### config.mk
export PLATFORM = sky130hd
export DESIGN_NAME = serial_sub_16bits
export DESIGN_NICKNAME = d
export VERILOG_FILES = /design/src/rtl/serial_sub_16bits.sv
export SDC_FILE = /design/constraint.sdc
export NUM_CORES = 1
export LEC_CHECK = 0
export CORE_MARGIN = 8
export CORE_UTILIZATION = 35
export CTS_CLUSTER_SIZE = 30
export DETAILED_ROUTE_END_ITERATION = 16
export PLACE_DENSITY = 0.61
export SYNTH_ARGS = -nofsm -noshare
export SYNTH_HDL_FRONTEND = slang
export SYNTH_SLANG_ARGS = --single-unit
### constraint.sdc
create_clock -name Clk -period 2.65 [get_ports Clk]
set_input_delay 0.265 -clock Clk [delete_from_list [all_inputs] [get_ports Clk]]
set_output_delay 0.265 -clock Clk [all_outputs]
set_load 0.01 [all_outputs]
### src/rtl/serial_sub_16bits.sv
// Digit-serial subtractor: Diff = A - B - Bin, one DIGIT-bit digit per clock,
// least-significant digit first, with a registered borrow between digits.
// Results (Diff/Bout/Zero/Ovf) update only on completion and hold until the next one.
// WIDTH must be a multiple of DIGIT, and DIGIT must be at least 1.
`timescale 1ns/1ps
module serial_sub_16bits #(
    parameter int unsigned WIDTH = 16,
    parameter int unsigned DIGIT = 4
) (
    input  logic             Clk,
    input  logic             Rst_n,
    input  logic             Start,
    input  logic [WIDTH-1:0] A,
    input  logic [WIDTH-1:0] B,
    input  logic             Bin,
    output logic             Busy,
    output logic             Done,
    output logic [WIDTH-1:0] Diff,
    output logic             Bout,
    output logic             Zero,
    output logic             Ovf
);

    localparam int unsigned NSTEP = WIDTH / DIGIT;
    localparam int unsigned CW    = (NSTEP > 1) ? $clog2(NSTEP) : 1;

    typedef enum logic {IDLE, RUN} state_t;

    state_t           state;
    logic [CW-1:0]    cnt;
    logic [WIDTH-1:0] ra;
    logic [WIDTH-1:0] rb;
    logic [WIDTH-1:0] rres;
    logic             brw;

    logic [DIGIT:0]   dig_full;
    logic             dig_bout;
    logic             msb_bin;
    logic [WIDTH-1:0] res_next;
    logic             last;

    // One digit of subtraction plus the shifted-in result; the borrow into the
    // digit's top bit is recovered from the sum bit (d = a ^ b ^ borrow_in).
    always_comb begin
        dig_full = {1'b0, ra[DIGIT-1:0]} - {1'b0, rb[DIGIT-1:0]} - {{DIGIT{1'b0}}, brw};
        dig_bout = dig_full[DIGIT];
        msb_bin  = dig_full[DIGIT-1] ^ ra[DIGIT-1] ^ rb[DIGIT-1];
        res_next = rres >> DIGIT;
        res_next[WIDTH-1 -: DIGIT] = dig_full[DIGIT-1:0];
        last     = (cnt == CW'(NSTEP - 1));
    end

    // Control FSM and datapath registers; outputs registered, loaded on the last step.
    always_ff @(posedge Clk or negedge Rst_n) begin
        if (!Rst_n) begin
            state <= IDLE;
            cnt   <= '0;
            ra    <= '0;
            rb    <= '0;
            rres  <= '0;
            brw   <= 1'b0;
            Busy  <= 1'b0;
            Done  <= 1'b0;
            Diff  <= '0;
            Bout  <= 1'b0;
            Zero  <= 1'b0;
            Ovf   <= 1'b0;
        end else begin
            Done <= 1'b0;
            case (state)
                IDLE: begin
                    if (Start) begin
                        ra    <= A;
                        rb    <= B;
                        brw   <= Bin;
                        cnt   <= '0;
                        rres  <= '0;
                        state <= RUN;
                        Busy  <= 1'b1;
                    end
                end
                RUN: begin
                    rres <= res_next;
                    ra   <= ra >> DIGIT;
                    rb   <= rb >> DIGIT;
                    brw  <= dig_bout;
                    cnt  <= cnt + CW'(1);
                    if (last) begin
                        state <= IDLE;
                        Busy  <= 1'b0;
                        Done  <= 1'b1;
                        Diff  <= res_next;
                        Bout  <= dig_bout;
                        Zero  <= (res_next == '0);
                        Ovf   <= msb_bin ^ dig_bout;
                    end
                end
                default: state <= IDLE;
            endcase
        end
    end

endmodule

==> impl_table.tex <==
\begin{tabular}{lr}
\hline
Metric & Value \\
\hline
\multicolumn{2}{l}{\textbf{Cells and area}} \\
\quad Total of fill cells in the finished design & 848 \\
\quad Layout area overhead & 28.7\% \\
\quad Final-stage net count & 373 \\
\quad \# diodes & 0 \\
\quad Util after Layout & 46.0\% \\
\quad Fraction of final layout cells sized beyond drive strength 1 & 14.1\% \\
\multicolumn{2}{l}{\textbf{Worst setup path}} \\
\quad Worst Setup Path Type & reg2reg \\
\quad Worst-path maximum fanout & 3 \\
\quad Data arrival, critical path & 2580 ps \\
\quad Worst endpoint required time & 2900 ps \\
\quad Kind of launch point of the worst setup path & flip-flop \\
\quad Crit path capture type & flip-flop \\
\multicolumn{2}{l}{\textbf{Pwr}} \\
\quad Pwr per Cell Area & 1210 mW/mm\^{}2 \\
\quad Net Sw Power & 0.00166 W \\
\quad Sequential Power Share & 36.8\% \\
\quad Part of the power in combinational logic & 44.9\% \\
\quad Max rail drop VDD & 0.376 mV \\
\quad LEAKAGE & 1.83 nW \\
\quad Relative contribution of the clock network to total power & 18.3\% \\
\quad Switching power share of the total & 34.3\% \\
\quad Total power & 0.00484 W \\
\quad Power Internal & 0.00318 W \\
\multicolumn{2}{l}{\textbf{GRT}} \\
\quad Overall fraction of global-route tracks in use & 11.6\% \\
\quad Pin count of the biggest net entering global routing & 83 \\
\quad Wire length of the first global-routing pass & 10.8 mm \\
\quad Number of antenna violations at the first check in global routing & 0 \\
\quad Total gr overflow & 0 \\
\quad Number of global-route vias before repair & 2202 \\
\multicolumn{2}{l}{\textbf{Logic synthesis}} \\
\quad Proportion of synthesized flip-flops having asynchronous set or reset & 100\% \\
\quad Synthesized netlist net count & 314 \\
\quad Portion of the post-synthesis area used by sequential elements & 55.7\% \\
\quad Syn avg cell area & 11.5 um\^{}2 \\
\quad Cell area after technology mapping & 0.00310 mm\^{}2 \\
\quad Area share of the leading cell type in the synthesized netlist & 55.7\% \\
\quad Most repeated cell in the gate-level netlist after synthesis & sky130\_fd\_sc\_hd\_\_dfrtp\_1 \\
\quad Number of enable flip-flop cells after synthesis & 0 \\
\quad Most instantiated cells after synthesis & sky130\_fd\_sc\_hd\_\_dfrtp\_1 (69), sky130\_fd\_sc\_hd\_\_nand2\_1 (36), sky130\_fd\_sc\_hd\_\_mux2i\_1 (33), sky130\_fd\_sc\_hd\_\_o21ai\_0 (33), sky130\_fd\_sc\_hd\_\_mux2\_2 (16) \\
\quad Post-Synthesis Cells & 269 \\
\quad Leading register cell type out of synthesis & sky130\_fd\_sc\_hd\_\_dfrtp\_1 \\
\quad Synthesized flop and latch total & 69 \\
\quad Synth warn & 0 \\
\quad Cell variety after synth & 31 \\
\quad Most area-hungry cell type in the Yosys netlist & sky130\_fd\_sc\_hd\_\_dfrtp\_1 \\
\quad Dominant cells by area after synthesis & sky130\_fd\_sc\_hd\_\_dfrtp\_1 (56\%), sky130\_fd\_sc\_hd\_\_mux2i\_1 (11\%), sky130\_fd\_sc\_hd\_\_mux2\_2 (5.8\%) \\
\multicolumn{2}{l}{\textbf{Clocking}} \\
\quad Clock input transition at the sequential cells of the worst setup and hold paths & 70 ps \\
\quad Clk\_lat worst skew & 340 ps \\
\quad Resize count post-CTS & 0 \\
\quad Clk Tree Root Cell & sky130\_fd\_sc\_hd\_\_clkbuf\_8 \\
\quad Number of sinks on the clock net & 69 \\
\quad Number of buffers created by CTS & 9 \\
\quad Number of buffers on the longest clock path & 2 \\
\quad H-tree Lvls & 3 \\
\quad CTS tree & yes \\
\multicolumn{2}{l}{\textbf{STA}} \\
\quad Final Slew Violations & 0 \\
\quad Endpoints failing hold & 0 \\
\quad Share of the clock period used by the worst path after layout & 87.9\% \\
\quad Worst Hold Margin & 419 ps \\
\quad RSZ-0062 raised after global routing & false \\
\quad Final setup viols & 0 \\
\quad Min setup slack post-route & 321 ps \\
\quad Max frequency & 429 MHz \\
\quad Slew margin rel. & 53.4\% \\
\quad Final-layout setup total negative slack & 0 ps \\
\quad Slew at the pin closest to its max-slew limit & 700 ps \\
\quad Worst Skew & 8.38 ps \\
\quad Shortest period the worst path allows & 2330 ps \\
\multicolumn{2}{l}{\textbf{Placement}} \\
\quad Count of input and output buffers & 56 \\
\quad Placer congestion estimate & 0.734 \\
\quad Pre-CTS setup slack & 317 ps \\
\quad DPL Wire Length & 4.54 mm \\
\multicolumn{2}{l}{\textbf{Detailed routing}} \\
\quad Vias per cell & 4.66 \\
\quad Count of routing violations after the opening detailed-route iteration & 69 \\
\quad Remaining antenna violation count after routing & 0 \\
\quad Final routed wire length divided by cell count & 14.3 um \\
\quad Count of TritonRoute iterations in the first routing pass & 4 \\
\quad Drt drc & 0 \\
\quad DR vias & 2056 \\
\quad Wirelength, routed & 6.29 mm \\
\multicolumn{2}{l}{\textbf{Floorplan}} \\
\quad Vert. Die Dim & 110 um \\
\quad Initial core utilization & 35.7\% \\
\quad Placement row count & 34 \\
\quad DIE WIDTH & 110 um \\
\quad Ports & 57 \\
\quad Area of the die & 0.0121 mm\^{}2 \\
\quad Core Region & 0.00868 mm\^{}2 \\
\multicolumn{2}{l}{\textbf{Status}} \\
\quad Status & finished clean \\
\multicolumn{2}{l}{\textbf{Min path}} \\
\quad Min-delay worst type & in2reg \\
\multicolumn{2}{l}{\textbf{Flow run}} \\
\quad Max Cap Viol & 0 \\
\hline
\end{tabular}
==> cell usage in the layout (no fill, tap or decap), types with 2 or more instances in the layout <==
cell | Yosys | layout
sky130_fd_sc_hd__nand2b_1 | 9 | 9
sky130_fd_sc_hd__nor2_1 | 13 | 13
sky130_fd_sc_hd__dfrtp_1 | 69 | 68
sky130_fd_sc_hd__xor2_1 | 2 | 2
sky130_fd_sc_hd__fa_1 | 2 | 2
sky130_fd_sc_hd__clkdlybuf4s50_1 | 0 | 54
sky130_fd_sc_hd__o21ai_1 | 3 | 3
sky130_fd_sc_hd__mux2i_1 | 33 | 33
sky130_fd_sc_hd__nand2_1 | 36 | 36
sky130_fd_sc_hd__a22o_1 | 5 | 5
sky130_fd_sc_hd__clkbuf_8 | 0 | 12
sky130_fd_sc_hd__buf_2 | 8 | 2
sky130_fd_sc_hd__inv_1 | 9 | 9
sky130_fd_sc_hd__buf_4 | 0 | 7
sky130_fd_sc_hd__ha_1 | 7 | 7
sky130_fd_sc_hd__mux2_2 | 16 | 16
sky130_fd_sc_hd__o21ai_0 | 33 | 33
==> repair_timing <==
item | 4_1_cts | 5_1_grt
setup buffers | 0 | 0
endpoints found under the hold margin | 25 | 0
setup endpoints to repair | 0 | 0
hold buffers | 1 | 0
==> stage by stage <==
| stage | std cells | cell area (um^2) |
|---|---|---|
| after floorplan | 269 | 3100 |
| after global placement | 424 | 3770 |
| after detailed placement | 424 | 3770 |
| after CTS | 441 | 3990 |
| after global routing | 441 | 3990 |
| final | 441 | 3990 |
==> power by group through the flow <==
stage,logic (W),registers [W],clock network [W]
detailed placement,0.00222,0.00180,0
floorplan,0.00152,0.00179,0
global placement,0.00217,0.00179,0
global route,0.00245,0.00185,0.000968
CTS,0.00223,0.00178,0.000918
finish,0.00217,0.00178,0.000887
==> metal layers <==
metal	part of all wire (%)	vias up	track usage, %	wire [um]
li1	-	1029	-	-
met1	46	965	14.5	2860
met2	44	52	17.2	2780
met3	9.0	10	5.47	566
met4	1.4	0	4.28	87
met5	0	-	0	0
==> final cells by class <==
cell class                      count  area, um^2  area share, %
Multi-Input combinational cell    174        1270           31.7
Inverter                           10        37.5          0.940
Tap cell                          108         135           3.38
Timing Repair Buffer               64         613           15.4
Clock inverter                      3        42.5           1.07
Sequential cell                    69        1730           43.3
Clock buffer                       13         169           4.23
==> state kept, by name, indices dropped and copies added (netlist names) <==
name   cells
Bout       1
Busy       1
Diff      16
Done       1
Ovf        1
Zero       1
brw        1
cnt        2
ra        16
rb        16
rres      12
state      1
==> worst max-delay path: stages, from the launching register on <==
cell,delay (ps)
sky130_fd_sc_hd__dfrtp_1,400
sky130_fd_sc_hd__fa_1,470
sky130_fd_sc_hd__fa_1,410
sky130_fd_sc_hd__nand2b_1,170
sky130_fd_sc_hd__a21oi_2,170
sky130_fd_sc_hd__xnor2_2,150
sky130_fd_sc_hd__xnor3_1,340
sky130_fd_sc_hd__o21ai_1,130
==> final timing paths <==
check                      depth (start not counted)  endpoint  start  slack [ps]
min                                                2  rres[15]  Start         420
min reg2reg                                        2     rb[0]  rb[4]         490
max in group asynchronous                          3     rb[1]  Rst_n        1420
max                                                7       Ovf  ra[0]         320
max reg2reg                                        7       Ovf  ra[0]         320
min in group asynchronous                          2   Diff[0]  Rst_n         470
==> cell families (layout without fill, tap and decap cells) <==
family                     after synthesis  after routing  share of synthesized area (%)
DFF                                     69             69                           55.7
and+or+nand+nor                         65             65                           9.56
muxes                                   49             49                           16.5
AOI/OAI and AO/OA                       45             45                           8.11
buffers and inverters                   26             90                           3.47
adders and majority gates                9              9                           4.11
xor gates and xnor gates                 6              6                           2.62
(Power assumes the default switching activity.)
